File: config.mk
export PLATFORM = sky130hd
export DESIGN_NAME = u111_bus_arbiter
export DESIGN_NICKNAME = d
export VERILOG_FILES = /design/src/rtl/u111_bus_arbiter.sv
export SDC_FILE = /design/constraint.sdc
export NUM_CORES = 1
export LEC_CHECK = 0
export BUFFER_PORTS_ARGS = -buffer_cell sky130_fd_sc_hd__buf_2
export CAP_MARGIN = 15
export CORE_AREA = 4 4 41 43
export DETAILED_ROUTE_END_ITERATION = 8
export DIE_AREA = 0 0 45 47
export PLACE_DENSITY_LB_ADDON = 0.3
export SLEW_MARGIN = 20
export SYNTH_ARGS = -nofsm -noshare
export SYNTH_HDL_FRONTEND = slang
export SYNTH_SLANG_ARGS = --single-unit
File: constraint.sdc
create_clock -name CLK40 -period 2.7 [get_ports CLK40]
set_input_delay 0.27 -clock CLK40 [delete_from_list [all_inputs] [get_ports CLK40]]
set_output_delay 0.27 -clock CLK40 [all_outputs]
set_load 0.03 [all_outputs]
File: src/rtl/u111_bus_arbiter.sv
`default_nettype none
// +--------------------------------------------------------------------------+
// | Module   : u111_bus_arbiter                                              |
// | Purpose  : 68040 BR/BG/BB local-bus arbiter between CPU and PCI DMA,     |
// |            bus parked on the CPU. Optional macro ARB_TENURE_LIMIT_EN.    |
// | Revision : 1.0 - initial release                                         |
// +--------------------------------------------------------------------------+
module u111_bus_arbiter #(
  parameter int GNT_TIMEOUT = 16,
  parameter int MAX_TENURE  = 64
) (
  input  logic CLK40,
  input  logic RESETn,
  input  logic BR_CPUn,
  input  logic BB_CPUn,
  input  logic LOCKn,
  input  logic TS_CPUn,
  input  logic BR_PCIn,
  input  logic BB_PCIn,
  output logic BG_CPUn,
  output logic BG_PCIn,
  output logic BGn,
  output logic PCI_OWNER,
  output logic GNT_TOUT
);

  localparam int c_TOUT_W = (GNT_TIMEOUT > 1) ? $clog2(GNT_TIMEOUT) : 1;
  localparam logic [c_TOUT_W-1:0] c_TOUT_LOAD = c_TOUT_W'(GNT_TIMEOUT - 1);

  typedef enum logic [2:0] {
    S_CPU_OWN = 3'd0,
    S_CPU_REL = 3'd1,
    S_PCI_GNT = 3'd2,
    S_PCI_OWN = 3'd3,
    S_PCI_REL = 3'd4
  } state_t;

  state_t                r_state;
  state_t                w_state_nxt;
  logic [c_TOUT_W-1:0]   r_tout_cnt;
  logic [c_TOUT_W-1:0]   w_tout_nxt;
  logic                  r_bb_seen;
  logic                  w_bb_seen_nxt;
  logic                  w_gnt_tout_nxt;
  logic                  w_tenure_expired;

  logic r_bg_cpun;
  logic r_bg_pcin;
  logic r_bgn;
  logic r_pci_owner;
  logic r_gnt_tout;

`ifdef ARB_TENURE_LIMIT_EN
  localparam int c_TEN_W = (MAX_TENURE > 1) ? $clog2(MAX_TENURE) : 1;
  localparam logic [c_TEN_W-1:0] c_TEN_LAST = c_TEN_W'(MAX_TENURE - 1);

  logic [c_TEN_W-1:0] r_tenure;

  assign w_tenure_expired = (r_tenure == c_TEN_LAST) && !BR_CPUn;

  // Saturates at the limit so a late CPU request still forces the release.
  always_ff @(posedge CLK40) begin
    if (!RESETn) begin
      r_tenure <= '0;
    end else if ((r_state != S_PCI_GNT) && (w_state_nxt == S_PCI_GNT)) begin
      r_tenure <= '0;
    end else if ((r_state == S_PCI_OWN) && (r_tenure != c_TEN_LAST)) begin
      r_tenure <= r_tenure + c_TEN_W'(1);
    end
  end
`else
  logic w_unused_tenure;

  assign w_tenure_expired = 1'b0;
  assign w_unused_tenure  = BR_CPUn | (MAX_TENURE < 2);
`endif

  always_comb begin
    w_state_nxt    = r_state;
    w_tout_nxt     = r_tout_cnt;
    w_bb_seen_nxt  = 1'b0;
    w_gnt_tout_nxt = 1'b0;
    case (r_state)
      S_CPU_OWN: begin
        if (!BR_PCIn && LOCKn && TS_CPUn) begin
          w_state_nxt = S_CPU_REL;
        end
      end
      S_CPU_REL: begin
        // CPU must be seen idle on two consecutive samples before PCI is granted.
        if (BR_PCIn) begin
          w_state_nxt = S_CPU_OWN;
        end else if (BB_CPUn && r_bb_seen) begin
          w_state_nxt = S_PCI_GNT;
          w_tout_nxt  = c_TOUT_LOAD;
        end else begin
          w_bb_seen_nxt = BB_CPUn;
        end
      end
      S_PCI_GNT: begin
        if (!BB_PCIn) begin
          w_state_nxt = S_PCI_OWN;
        end else if (r_tout_cnt == '0) begin
          w_state_nxt    = S_CPU_OWN;
          w_gnt_tout_nxt = 1'b1;
        end else begin
          w_tout_nxt = r_tout_cnt - c_TOUT_W'(1);
        end
      end
      S_PCI_OWN: begin
        if (BR_PCIn || w_tenure_expired) begin
          w_state_nxt = S_PCI_REL;
        end
      end
      S_PCI_REL: begin
        if (BB_PCIn) begin
          w_state_nxt = S_CPU_OWN;
        end
      end
      default: begin
        w_state_nxt = S_CPU_OWN;
      end
    endcase
  end

  // Outputs are decoded from the next state so they change on the transition edge.
  always_ff @(posedge CLK40) begin
    if (!RESETn) begin
      r_state     <= S_CPU_OWN;
      r_tout_cnt  <= '0;
      r_bb_seen   <= 1'b0;
      r_bg_cpun   <= 1'b0;
      r_bg_pcin   <= 1'b1;
      r_bgn       <= 1'b0;
      r_pci_owner <= 1'b0;
      r_gnt_tout  <= 1'b0;
    end else begin
      r_state     <= w_state_nxt;
      r_tout_cnt  <= w_tout_nxt;
      r_bb_seen   <= w_bb_seen_nxt;
      r_bg_cpun   <= (w_state_nxt != S_CPU_OWN);
      r_bg_pcin   <= !((w_state_nxt == S_PCI_GNT) || (w_state_nxt == S_PCI_OWN));
      r_bgn       <= (w_state_nxt != S_CPU_OWN);
      r_pci_owner <= (w_state_nxt == S_PCI_OWN);
      r_gnt_tout  <= w_gnt_tout_nxt;
    end
  end

  assign BG_CPUn   = r_bg_cpun;
  assign BG_PCIn   = r_bg_pcin;
  assign BGn       = r_bgn;
  assign PCI_OWNER = r_pci_owner;
  assign GNT_TOUT  = r_gnt_tout;

endmodule
`default_nettype wire
---- Word-level counts from Yosys, hierarchy flattened ----
Index checks and enable logic that the tools add are counted.
W data, S select, Z words.
cells by class
  mux-type cells .......................... 14
  eq/ne operators ......................... 10
  add/subtract/negate cells ............... 1
  bitwise gates (word level) .............. 2
  reduce and logical (&&, ||, !) cells .... 13
operators with widths
  cell                   count
  $mux W3                7
  $mux W4                4
  $pmux W3 S5            1
  $eq A3 B2 Y1 const B   4
  $ne A2 B2 Y1 const B   4
  $pmux W4 S2            1
  $reduce_and A5 Y1      1
  $logic_not A4 Y1       1
  $reduce_or A4 Y1       1
  $sub A4 B1 Y4 const B  1
  $eq A3 B1 Y1 const B   1
  $eq A3 B3 Y1 const B   1
  $logic_and A1 B1 Y1    3
  $logic_not A3 Y1       1
  $reduce_and A3 Y1      1
  $reduce_bool A3 Y1     1
  $logic_not A1 Y1       2
  $not A1 Y1             2
  $reduce_bool A2 Y1     1
  $logic_or A1 B1 Y1     1
  $mux W1                1
storage, ports and cells
  register bits ........................... 12
  logic and storage cells ................. 47
  output and inout bits ................... 5
  input bits .............................. 8

---- Logic depth before layout (Yosys ltp) ----
Gate-level depths: netlist of the first run.
  depth in word-level cells ............... 8
  gate-level depth with buffers ........... 6
  mapped depth without buffers ............ 6

---- Worst setup path before layout of the first run ----
Ideal clock, no wire load.
  kind .................................... register -> register
  start point ............................. reg r_state[0]
  end point ............................... reg r_tout_cnt[2]
  slack ................................... 1.399 ns
  path buffers ............................ 0
  data required time ...................... 2.626 ns
  period minus slack after synthesis ...... 1.301 ns
  cell stages (with the launch flop) ...... 4
  library setup time ...................... 0.074 ns
  arrival time ............................ 1.227 ns
  cells stage by stage .................... dfxtp_1 > or3b_4 > or3_1 > a31oi_1
on the way
  longest elaborated chain between the ends .. 3
  elaborated cells on any way between the ends .. 9
  classes of those cells .................. 6 x eq/ne; 1 x mux; 2 x reduce/logical
RTL lines
  what                                                                        RTL line  RTL
  start: declaration                                                          38        state_t r_state;
  start signal: assignment                                                    138       r_state <= w_state_nxt;
  $eq A3 B2 Y1 / $eq A3 B1 Y1 (equally long branches)                         83        case (r_state)
  $ne A2 B2 Y1 (no source line) / $reduce_bool A2 Y1 (equally long branches)  --
  $reduce_and A5 Y1 (no source line)                                          --
  end signal: assignment                                                      139       r_tout_cnt <= w_tout_nxt;
  end: declaration                                                            40        logic [c_TOUT_W-1:0] r_tout_cnt;
Parallel ways exist; a longest one is shown, timed or not.
A chain may end at the register's enable or synchronous reset.

---- Worst setup path after layout of the first run ----
  start point ............................. reg r_tout_cnt[0]
  end point ............................... reg r_tout_cnt[0]
on the way
  longest elaborated chain between the ends .. 4
  elaborated cells on any way between the ends .. 7
  classes of those cells .................. 1 x add/sub; 1 x eq/ne; 3 x mux; 2 x reduce/logical
RTL lines
  what           RTL line  RTL
  $sub A4 B1 Y4  107       w_tout_nxt = r_tout_cnt - c_TOUT_W'(1);
  $mux W4        103       end else if (r_tout_cnt == '0) begin
  $mux W4        101       if (!BB_PCIn) begin
  $pmux W4 S2    83
Parallel ways exist; a longest one is shown, timed or not. The select of a mux whose other input is x is not followed.

==> results.json, run 1 <==
{
  "outcome": "finished clean",
  "postSynthNetCount": 66,
  "avg_wl_per_cell_um": 11.42,
  "xor_xnor_fraction_of_synth_area_pct": 1.606,
  "dr.pass1.iters": 4,
  "cts_root_buf": "sky130_fd_sc_hd__clkbuf_4",
  "count_of_endpoints_failing_hold_in_the_final_timing_report": 0,
  "htree_levels": 1,
  "io_buffers": 11,
  "pin_count": 13,
  "rr_startpoint": "r_tout_cnt[0]$_SDFFE_PN0P_",
  "synthCells": 57,
  "number_of_global_route_vias_before_repair": 405,
  "clk_path_buf_depth": 2,
  "core.rowCount": 13,
  "worst_path_max_delay_cell": "sky130_fd_sc_hd__dfxtp_1",
  "flip_flop_and_latch_count_after_synthesis": 12,
  "die_area_um2": 2115,
  "period_share_pct": 54.35,
  "synthDominantCellAreaShare_pct": 44.04,
  "cts_resized": 0,
  "grt_util_all_layers_pct": 11.42,
  "worst_skew_pair.late_latency_ns": 0.27,
  "cts_buffers": 3,
  "path_clk_slew_ns": 0.08,
  "yosysSeqAreaShare_pct": 44.04,
  "grt_start_max_net_pins": 10,
  "cts_tree": "yes",
  "layout_cell_share_with_drive_strength_beyond_1_pct": 23.94,
  "maxCapViolations": 0,
  "cts_hold_buf": 0,
  "rsz_0062_raised_after_global_routing": "no",
  "simple_logic_cell_fraction_of_the_synthesized_area_pct": 33.03,
  "worstSetupStartpointType": "flip-flop",
  "gp_congestion": 0.8018,
  "pwr_density_cell_nw_per_um2": 534.0,
  "setup-tns-final_ns": 0,
  "drt_iter0_drcs": 4,
  "core-area_um2": 1301,
  "route.antenna.remaining_nets": 0,
  "final_common_cell": "sky130_fd_sc_hd__dfxtp_1",
  "critPathMaxFanout": 4,
  "post_synth_main_area_contributors": "sky130_fd_sc_hd__dfxtp_1, sky130_fd_sc_hd__inv_1, sky130_fd_sc_hd__nor2b_1, sky130_fd_sc_hd__nor3_1, sky130_fd_sc_hd__a211oi_1",
  "avgSynthCellArea_um2": 9.571,
  "slowest_delay_ns": 0.39,
  "cp.arrival_ns": 1.66,
  "drt-total-wl_um": 982,
  "post-route-drc-count": 0,
  "die_w_um": 45,
  "floorplan.die.height_um": 47,
  "criticalPathCategory": "reg2reg",
  "worstSetupStartpoint": "r_tout_cnt[0]$_SDFFE_PN0P_",
  "finalSetupViolCount": 0,
  "mappedNetlistArea_um2": 545.5,
  "mostFrequentLayoutCells": "sky130_fd_sc_hd__dfxtp_1, sky130_fd_sc_hd__buf_2, sky130_fd_sc_hd__inv_1",
  "synth_mux_area_share_pct": 0,
  "num-nets-final": 81,
  "cp.required_ns": 2.89,
  "area.growth.synth_to_final_pct": 18.81,
  "cell_accounting_for_the_most_synthesized_area": "sky130_fd_sc_hd__dfxtp_1",
  "postCtsSetupRepairBufs": 0,
  "end_kind": "flip-flop",
  "met2WireLength_um": 418,
  "clock-sinks": 12,
  "drt-vias-per-instance": 5.140,
  "max-slew-margin-rel_pct": 62.84,
  "layout.filler_cells": 127,
  "antenna_found_initial": 0,
  "yosys.area_share.adder_pct": 2.294,
  "fin_crit_ns": 1.467,
  "p_leak_nw": 0.2613,
  "fin_worst_skew_ns": 0.001399,
  "top_signal_layer_used": "met4",
  "synth-warning-count": 0,
  "dp_hpwl_um": 747.1,
  "antenna-diode-count": 0,
  "grt.overflow.total": 0,
  "combinational_family_with_the_most_area_after_synthesis": "simple AND/OR/NAND/NOR gates",
  "fin_util_pct": 49.81,
  "worstPathCellList": "inv_1 > ha_1 > nor3b_1 > nor2b_1 > nor3_1 > a211oi_1",
  "max_freq_mhz": 681.5,
  "detailed_routed_wire_length_on_met3_um": 60,
  "total_via_count_in_the_routed_design": 442,
  "tightestPinTransition_ns": 0.5560,
  "power.ir.vdd_worst_mv": 0.2666,
  "initial_core_util_pct": 41.92,
  "min-delay-path-class": "in2reg",
  "grt_first_pass_wirelength_um": 1676,
  "ys_types": 32,
  "hold_start": "RESETn",
  "wl_met1_um": 492,
  "synth_compound_area_share_pct": 13.53,
  "timing_max_transition_violations_final": 0
}
## metrics by stage
| step | area, um^2 | power (mW) | cells | setup WS, ns | hold WS [ns] |
|---|---|---|---|---|---|
| after floorplan | 545.5 | 0.1969 | 57 | 1.399 | 0.3721 |
| after global placement | 611.8 | 0.2055 | 82 | 1.274 | 0.4603 |
| after detailed placement | 611.8 | 0.2059 | 82 | 1.268 | 0.4631 |
| after CTS | 648.1 | 0.3497 | 86 | 1.226 | 0.2530 |
| after global routing | 648.1 | 0.3593 | 86 | 1.077 | 0.2690 |
| final | 648.1 | 0.3461 | 86 | 1.233 | 0.2542 |
## cell type report
type / count / area (um^2) / area share, %
multi-input combinational: 38 / 275.3 / 42.47
sequential: 12 / 240.2 / 37.07
timing repair buffer: 11 / 55.05 / 8.494
clock buffer: 4 / 36.28 / 5.598
inverter: 6 / 22.52 / 3.475
tap: 15 / 18.77 / 2.896
## kinds of logic after synthesis
family          Yosys count
fa+ha+maj                 1
simple gates             26
flops                    12
xor+xnor                  1
compound gates           10
buf+inv                   7
## synth_stat cells
cell type                   count
sky130_fd_sc_hd__o22ai_1        1
sky130_fd_sc_hd__nand2b_1       1
sky130_fd_sc_hd__nand4_1        1
sky130_fd_sc_hd__xnor2_1        1
sky130_fd_sc_hd__and2_1         2
sky130_fd_sc_hd__a311oi_1       1
sky130_fd_sc_hd__and4b_1        1
sky130_fd_sc_hd__nor3_2         1
sky130_fd_sc_hd__nor3b_1        1
sky130_fd_sc_hd__and3b_1        1
sky130_fd_sc_hd__dfxtp_1       12
sky130_fd_sc_hd__a31oi_1        1
sky130_fd_sc_hd__and4bb_1       1
sky130_fd_sc_hd__or3b_4         1
sky130_fd_sc_hd__nor4_1         1
sky130_fd_sc_hd__a2111oi_1      1
sky130_fd_sc_hd__nand2_1        3
sky130_fd_sc_hd__nor4bb_1       1
sky130_fd_sc_hd__ha_1           1
sky130_fd_sc_hd__nor2b_1        3
sky130_fd_sc_hd__buf_4          1
sky130_fd_sc_hd__a211oi_1       2
sky130_fd_sc_hd__o31a_1         1
sky130_fd_sc_hd__inv_1          6
sky130_fd_sc_hd__nor2_1         1
sky130_fd_sc_hd__o41ai_1        1
sky130_fd_sc_hd__or3b_1         1
sky130_fd_sc_hd__or3_1          1
sky130_fd_sc_hd__nor3_1         3
sky130_fd_sc_hd__and3_1         1
sky130_fd_sc_hd__nand4b_1       1
sky130_fd_sc_hd__a21oi_1        2
## worst max-delay path, delay by kind of cell, from the launching register on
| family | cells | cell delay [ns] |
|---|---|---|
| AO/OA/AOI/OAI | 1 | 0.22 |
| AND/OR/NAND/NOR | 3 | 0.49 |
| adder cells (fa/ha/maj) | 1 | 0.23 |
| buffers and inverters | 1 | 0.06 |
| flip-flops | 1 | 0.39 |
## layer usage
metal  up-vias  track usage (%)
li1        238                -
met5         -                0
met1       194            14.25
met3         2            5.364
met2         8            15.82
met4         0            7.018
## power by group
part / internal, mW / switching, mW / total [mW]
Clock: 0.0819 / 0.0626 / 0.144
Combinational: 0.00893 / 0.0122 / 0.0212
Sequential: 0.179 / 0.00183 / 0.180
## state kept, by name, summed over array words and instances, names as in the netlist
signal	cells
BGn	1
r_tout_cnt	4
PCI_OWNER	1
r_bb_seen	1
BG_PCIn	1
r_state	3
GNT_TOUT	1
## final timing paths
| kind | cells after the start | to | slack [ns] |
|---|---|---|---|
| max | 6 | r_tout_cnt[0]$_SDFFE_PN0P_ | 1.23 |
| min | 2 | BG_PCIn$_SDFF_PN1_ | 0.25 |
| max reg2reg | 6 | r_tout_cnt[0]$_SDFFE_PN0P_ | 1.23 |
| min reg2reg | 1 | r_bb_seen$_SDFF_PP0_ | 0.48 |
Note: power is estimated with default switching activity, not from simulation.
==> run 2, diff against run 1 <==
Clock period 2.7 ns to 1.3 ns, I/O delays scaled along.
==> run 2 against run 1 <==
The run now ends with negative setup slack left. Critical path depth fell by 1. Die area did not move. Flip-flop and latch count did not move. Non-clock buffer count rose by 6. First-iteration DRC count rose to 3.3 times the previous value. Wire length rose by 32%. Sequential power rose by 110%. Worst setup slack got worse by 1.3 ns. Power rose by 120%. Worst hold slack got worse by 0.13 ns. Critical path type unchanged. Highest routed layer unchanged.
==> results.json, run 2 (synthesized netlist as in run 1, its figures left out) <==
{
  "reg2reg_to": "BGn$_SDFF_PN0_",
  "pin_count": 13,
  "finalNonFillerCells": 92,
  "worstSetupStartpointType": "flip-flop",
  "critPathMaxFanout": 4,
  "route.antenna.remaining_nets": 0,
  "num-nets-final": 87,
  "worst_skew_pair.late_latency_ns": 0.28,
  "cts_buffers": 3,
  "min_delay_worst_endpoint": "BG_PCIn$_SDFF_PN1_",
  "core-area_um2": 1301,
  "pwr_density_cell_nw_per_um2": 910.2,
  "htree_levels": 1,
  "rr_worst_depth": 5,
  "cts_tree": "yes",
  "cp.arrival_ns": 1.51,
  "count_of_endpoints_failing_hold_in_the_final_timing_report": 0,
  "rr_startpoint": "r_tout_cnt[1]$_SDFFE_PN0P_",
  "end_kind": "flip-flop",
  "antenna_found_initial": 0,
  "clock-sinks": 12,
  "cts_root_buf": "sky130_fd_sc_hd__clkbuf_4",
  "total_via_count_in_the_routed_design": 512,
  "area.growth.synth_to_final_pct": 51.38,
  "final_common_cell": "sky130_fd_sc_hd__buf_2",
  "avg_wl_per_cell_um": 14.14,
  "hold_start": "RESETn",
  "floorplan.die.height_um": 47,
  "gp_congestion": 0.7371,
  "timing_max_transition_violations_final": 0,
  "post-route-drc-count": 0,
  "grt.overflow.total": 0,
  "violations": "negative setup slack",
  "criticalPathCategory": "reg2reg",
  "grt_first_pass_wirelength_um": 2007,
  "largest_register_ffs": 4,
  "drt_iter0_drcs": 13,
  "die_area_um2": 2115,
  "fin_crit_ns": 1.344,
  "top_regs": "r_tout_cnt x4, r_state x3",
  "drt-total-wl_um": 1301,
  "dp_hpwl_um": 843.1,
  "hold_slack_ns": 0.1192,
  "mostFrequentLayoutCells": "sky130_fd_sc_hd__buf_2, sky130_fd_sc_hd__dfxtp_1, sky130_fd_sc_hd__buf_4",
  "period_share_pct": 103.3,
  "grt_util_all_layers_pct": 13.42,
  "maxCapViolations": 0,
  "io_buffers": 11,
  "core.rowCount": 13,
  "outcome": "finished with violations",
  "min-delay-path-class": "in2reg",
  "path_clk_slew_ns": 0.08,
  "number_of_global_route_vias_before_repair": 523,
  "power.ir.vdd_worst_mv": 0.6132,
  "drt-vias-per-instance": 5.565,
  "die_w_um": 45,
  "p_leak_nw": 0.3359,
  "fin_worst_skew_ns": 0.004421,
  "finalSetupViolCount": 3,
  "clk_path_buf_depth": 2,
  "tightestPinTransition_ns": 0.3754,
  "layout_cell_share_with_drive_strength_beyond_1_pct": 55.84,
  "dr.pass1.iters": 4,
  "antenna-diode-count": 0,
  "max_flop_register": "r_tout_cnt",
  "reg2reg_slack_ns": -0.04,
  "rsz_0062_raised_after_global_routing": "yes",
  "max-slew-margin-rel_pct": 74.65,
  "initial_core_util_pct": 41.92,
  "max_freq_mhz": 744.3,
  "dp.cells": 87,
  "cp.required_ns": 1.47,
  "worst_slack_ns": -0.04352,
  "grt_start_max_net_pins": 9,
  "min_delay_path_depth": 2
}
[run 2: cell types whose count changed in the layout (fill, tap and decap cells not counted), sizes merged]
cell,delta
buf,+6
[run 2: cell type report]
cell class	count	area [um^2]
Clock buffer	4	36.28
Fill cell	115	475.5
Inverter	6	22.52
Multi-Input combinational cell	38	385.4
Sequential cell	12	250.2
Tap cell	15	18.77
Timing Repair Buffer	17	112.6
[run 2: worst max-delay path by stage]
stage | cells past startpoint | slack, ns | start | end
2_1_floorplan | 6 | 0.005 | r_tout_cnt[0]$_SDFFE_PN0P_ | r_tout_cnt[3]$_SDFFE_PN0P_
3_3_place_gp | 5 | -0.12 | r_state[1]$_SDFF_PN0_ | PCI_OWNER$_SDFF_PN0_
3_5_place_dp | 5 | -0.17 | r_state[1]$_SDFF_PN0_ | PCI_OWNER$_SDFF_PN0_
4_1_cts | 4 | -0.03 | r_state[1]$_SDFF_PN0_ | PCI_OWNER$_SDFF_PN0_
5_1_grt | 6 | -0.14 | r_tout_cnt[1]$_SDFFE_PN0P_ | r_tout_cnt[3]$_SDFFE_PN0P_
6_report | 5 | -0.04 | r_tout_cnt[1]$_SDFFE_PN0P_ | BGn$_SDFF_PN0_
[run 2: stage by stage]
step	total power [mW]	setup slack, ns	cell area, um^2	util, %	setup TNS, ns
floorplan	0.4093	0.005070	546.8	-	0
global placement	0.4309	-0.1209	650.6	50.00	-0.4458
detailed placement	0.4313	-0.1742	650.6	50.00	-0.5801
CTS	0.7497	-0.03085	752.0	57.79	-0.1042
global route	0.7802	-0.1393	825.8	63.46	-0.3881
finish	0.7516	-0.04352	825.8	63.46	-0.09857
[run 2: critical path, cell delays in order (launching register included)]
cell and delay, ns:
sky130_fd_sc_hd__dfxtp_2 0.33, sky130_fd_sc_hd__inv_2 0.06, sky130_fd_sc_hd__ha_4 0.15, sky130_fd_sc_hd__nor4bb_4 0.25
sky130_fd_sc_hd__o22ai_2 0.14, sky130_fd_sc_hd__o31a_1 0.30
[run 2: routing by layer]
layer | track usage, % | routed length [um] | share of wire, %
met1 | 14.55 | 512 | 39
met2 | 23.16 | 673 | 52
met3 | 2.299 | 58 | 4.5
met4 | 10.53 | 57 | 4.4
met5 | 0 | 0 | 0
[run 2: power by group]
part           total [mW]  internal, mW  switching, mW
registers           0.372         0.368        0.00383
logic              0.0736        0.0374         0.0363
clock network       0.306         0.171          0.135
total               0.752         0.576          0.176
[run 2: what timing repair did]
action | in CTS | in global routing
setup buffers | 1 | 0
hold buffers | 0 | 0
gates resized for setup | 10 | 18
endpoints found under the setup margin | 7 | 7
pin swaps | 1 | 7
==> run 3, diff against run 2 <==
Settings changed: ABC_AREA set to 1, CORE_AREA 4 4 41 43 to not set, CORE_MARGIN set to 4, CORE_UTILIZATION set to 45, DIE_AREA 0 0 45 47 to not set.
==> run 3 against run 2 <==
The run now ends clean. Worst hold slack about the same. Register-to-register slack better by 0.17 ns. Synthesized cell count up 51%. Highest routed layer unchanged.
==> results.json, run 3 <==
{
  "min_delay_worst_endpoint": "r_bb_seen$_SDFF_PP0_",
  "top_regs": "r_tout_cnt x4, r_state x3",
  "power.ir.vdd_worst_mv": 0.4647,
  "dp_slack_ns": 0.03098,
  "postSynthNetCount": 95,
  "core.rowCount": 13,
  "drt-vias-per-instance": 4.765,
  "min-delay-path-class": "in2reg",
  "avgSynthCellArea_um2": 7.114,
  "drt_iter0_drcs": 8,
  "cell_accounting_for_the_most_synthesized_area": "sky130_fd_sc_hd__dfxtp_1",
  "cts_tree": "yes",
  "end_kind": "flip-flop",
  "total_power_mw": 0.7336,
  "max_freq_mhz": 851.8,
  "seq_area_um2": 241.5,
  "synthDominantCellAreaShare_pct": 39.26,
  "grt_first_pass_wirelength_um": 2001,
  "fin_crit_ns": 1.174,
  "cp.required_ns": 1.51,
  "mostFrequentLayoutCells": "sky130_fd_sc_hd__nand2_1, sky130_fd_sc_hd__dfxtp_1, sky130_fd_sc_hd__inv_1, sky130_fd_sc_hd__nand3_1, sky130_fd_sc_hd__buf_2",
  "floorplan.die.height_um": 44.88,
  "post-route-drc-count": 0,
  "reg2reg_slack_ns": 0.13,
  "min_delay_path_depth": 3,
  "core-area_um2": 1285,
  "path_clk_slew_ns": 0.07,
  "rr_startpoint": "r_tout_cnt[0]$_SDFFE_PN0P_",
  "worst_slack_ns": 0.1259,
  "layout_cell_share_with_drive_strength_beyond_1_pct": 34.00,
  "cts_buffers": 3,
  "cts_root_buf": "sky130_fd_sc_hd__clkbuf_4",
  "ys_types": 19,
  "netlist_top_cells_count": "sky130_fd_sc_hd__nand2_1, sky130_fd_sc_hd__inv_1, sky130_fd_sc_hd__dfxtp_1, sky130_fd_sc_hd__nand3_1, sky130_fd_sc_hd__nor2_1",
  "reg2reg_to": "r_tout_cnt[3]$_SDFFE_PN0P_",
  "flip_flop_and_latch_count_after_synthesis": 12,
  "die_area_um2": 2014,
  "slowest_delay_ns": 0.33,
  "grt_util_all_layers_pct": 14.04,
  "worst_path_max_delay_cell": "sky130_fd_sc_hd__dfxtp_2",
  "grt.overflow.total": 0,
  "finalNonFillerCells": 115,
  "avg_wl_per_cell_um": 10.26,
  "io_buffers": 11,
  "synth-main-ff-cell": "sky130_fd_sc_hd__dfxtp_1",
  "route.antenna.remaining_nets": 0,
  "area.growth.synth_to_final_pct": 19.43,
  "clk_path_buf_depth": 2,
  "number_of_global_route_vias_before_repair": 499,
  "worstPathCellList": "inv_2 > ha_4 > nand3_1 > inv_1 > nand2_2 > nand3_2 > nand2_1 > a21oi_2",
  "criticalPathCategory": "reg2reg",
  "post_synth_main_area_contributors": "sky130_fd_sc_hd__dfxtp_1, sky130_fd_sc_hd__nand2_1, sky130_fd_sc_hd__nand3_1, sky130_fd_sc_hd__inv_1, sky130_fd_sc_hd__nand3_2",
  "pin_count": 13,
  "gp_congestion": 0.8291,
  "clock-sinks": 12,
  "p_leak_nw": 0.3507,
  "num-nets-final": 110,
  "grt_start_max_net_pins": 8,
  "cts_resized": 0,
  "die_w_um": 44.88,
  "synth-warning-count": 0,
  "antenna-diode-count": 0,
  "hold_start": "BB_CPUn",
  "synth_most_common_cell": "sky130_fd_sc_hd__nand2_1",
  "fin_worst_skew_ns": 0.002514,
  "dp_hpwl_um": 949.7,
  "rr_worst_depth": 8,
  "maxCapViolations": 0,
  "synthCells": 86,
  "htree_levels": 1,
  "dr.pass1.iters": 3,
  "max_flop_register": "r_tout_cnt",
  "synth_async_sr_flop_share_pct": 0,
  "dp.cells": 111,
  "rsz_0062_raised_after_global_routing": "no",
  "yosysSeqAreaShare_pct": 39.26,
  "tightestPinTransition_ns": 0.2005,
  "synth_enable_flop_cells": 0,
  "timing_max_transition_violations_final": 0,
  "setup-tns-final_ns": 0,
  "initial_core_util_pct": 47.61,
  "max-slew-margin-rel_pct": 86.62,
  "postCtsSetupRepairBufs": 0,
  "final_common_cell": "sky130_fd_sc_hd__nand2_1",
  "count_of_endpoints_failing_hold_in_the_final_timing_report": 0,
  "critPathMaxFanout": 4,
  "mappedNetlistArea_um2": 611.8,
  "layout.filler_cells": 119,
  "outcome": "finished clean",
  "cts_hold_buf": 0,
  "drt-total-wl_um": 1180,
  "worstSetupStartpointType": "flip-flop",
  "pwr_density_cell_nw_per_um2": 1004,
  "multi_input_comb_area_um2": 319.1,
  "total_via_count_in_the_routed_design": 548,
  "worst_skew_pair.late_latency_ns": 0.27,
  "cp.arrival_ns": 1.38,
  "finalSetupViolCount": 0,
  "period_share_pct": 90.31,
  "largest_register_ffs": 4,
  "antenna_found_initial": 0
}
-- run 3: cell types whose count changed after synthesis, sizes merged, moves of 3 or more --
cell	delta
a21oi	+3
inv	+10
nand2	+15
nand3	+14
nor2	+11
nor2b	-3
nor3	-3
-- run 3: worst max-delay path by stage --
stage | startpoint | end
finish | r_tout_cnt[0]$_SDFFE_PN0P_ | r_tout_cnt[3]$_SDFFE_PN0P_
global route | r_state[0]$_SDFF_PN0_ | r_tout_cnt[2]$_SDFFE_PN0P_
CTS | r_tout_cnt[0]$_SDFFE_PN0P_ | r_tout_cnt[3]$_SDFFE_PN0P_
detailed placement | r_tout_cnt[0]$_SDFFE_PN0P_ | r_tout_cnt[3]$_SDFFE_PN0P_
global placement | r_tout_cnt[0]$_SDFFE_PN0P_ | r_tout_cnt[3]$_SDFFE_PN0P_
floorplan | r_tout_cnt[0]$_SDFFE_PN0P_ | r_tout_cnt[3]$_SDFFE_PN0P_
-- run 3: worst max-delay path: cells and delay by family (launching register included) --
family / cells / cell delay [ns]
flops: 1 / 0.33
buf+inv: 2 / 0.17
simple gates: 4 / 0.35
fa+ha+maj: 1 / 0.15
compound gates: 1 / 0.12
-- run 3: layout make-up --
class / count / area share, %
Sequential cell: 12 / 33.05
Inverter: 16 / 8.219
Tap cell: 15 / 2.568
Timing Repair Buffer: 11 / 7.534
Multi-Input combinational cell: 57 / 43.66
Clock buffer: 4 / 4.966
-- run 3: routing by layer --
layer / global-route usage [%] / vias to the layer above / part of all wire (%)
li1: - / 301 / -
met1: 15.53 / 238 / 46
met2: 22.64 / 7 / 49
met3: 6.375 / 2 / 4.6
met4: 7.018 / 0 / 0.76
met5: 0 / - / 0
-- run 3: where the power goes --
group	switching, mW	internal, mW
Combinational	0.0415	0.0269
Clock	0.119	0.170
Sequential	0.00346	0.373
Total	0.164	0.570
-- run 3: through the flow --
stage	util [%]	cell area, um^2	hold WS [ns]
after floorplan	-	611.8	0.2387
after global placement	52.78	678.2	0.3958
after detailed placement	52.78	678.2	0.4115
after CTS	55.60	714.4	0.1209
after global routing	56.86	730.7	0.1253
final	56.86	730.7	0.1192
-- run 3: kinds of logic (layout without fill, tap and decap cells) --
family          Yosys count  count (layout)  synth area share (%)
compound gates            7               7                 6.338
xor+xnor                  1               1                 1.432
fa+ha+maj                 1               1                 2.045
buf+inv                  17              31                 11.04
flops                    12              12                 39.26
simple gates             48              48                 39.88
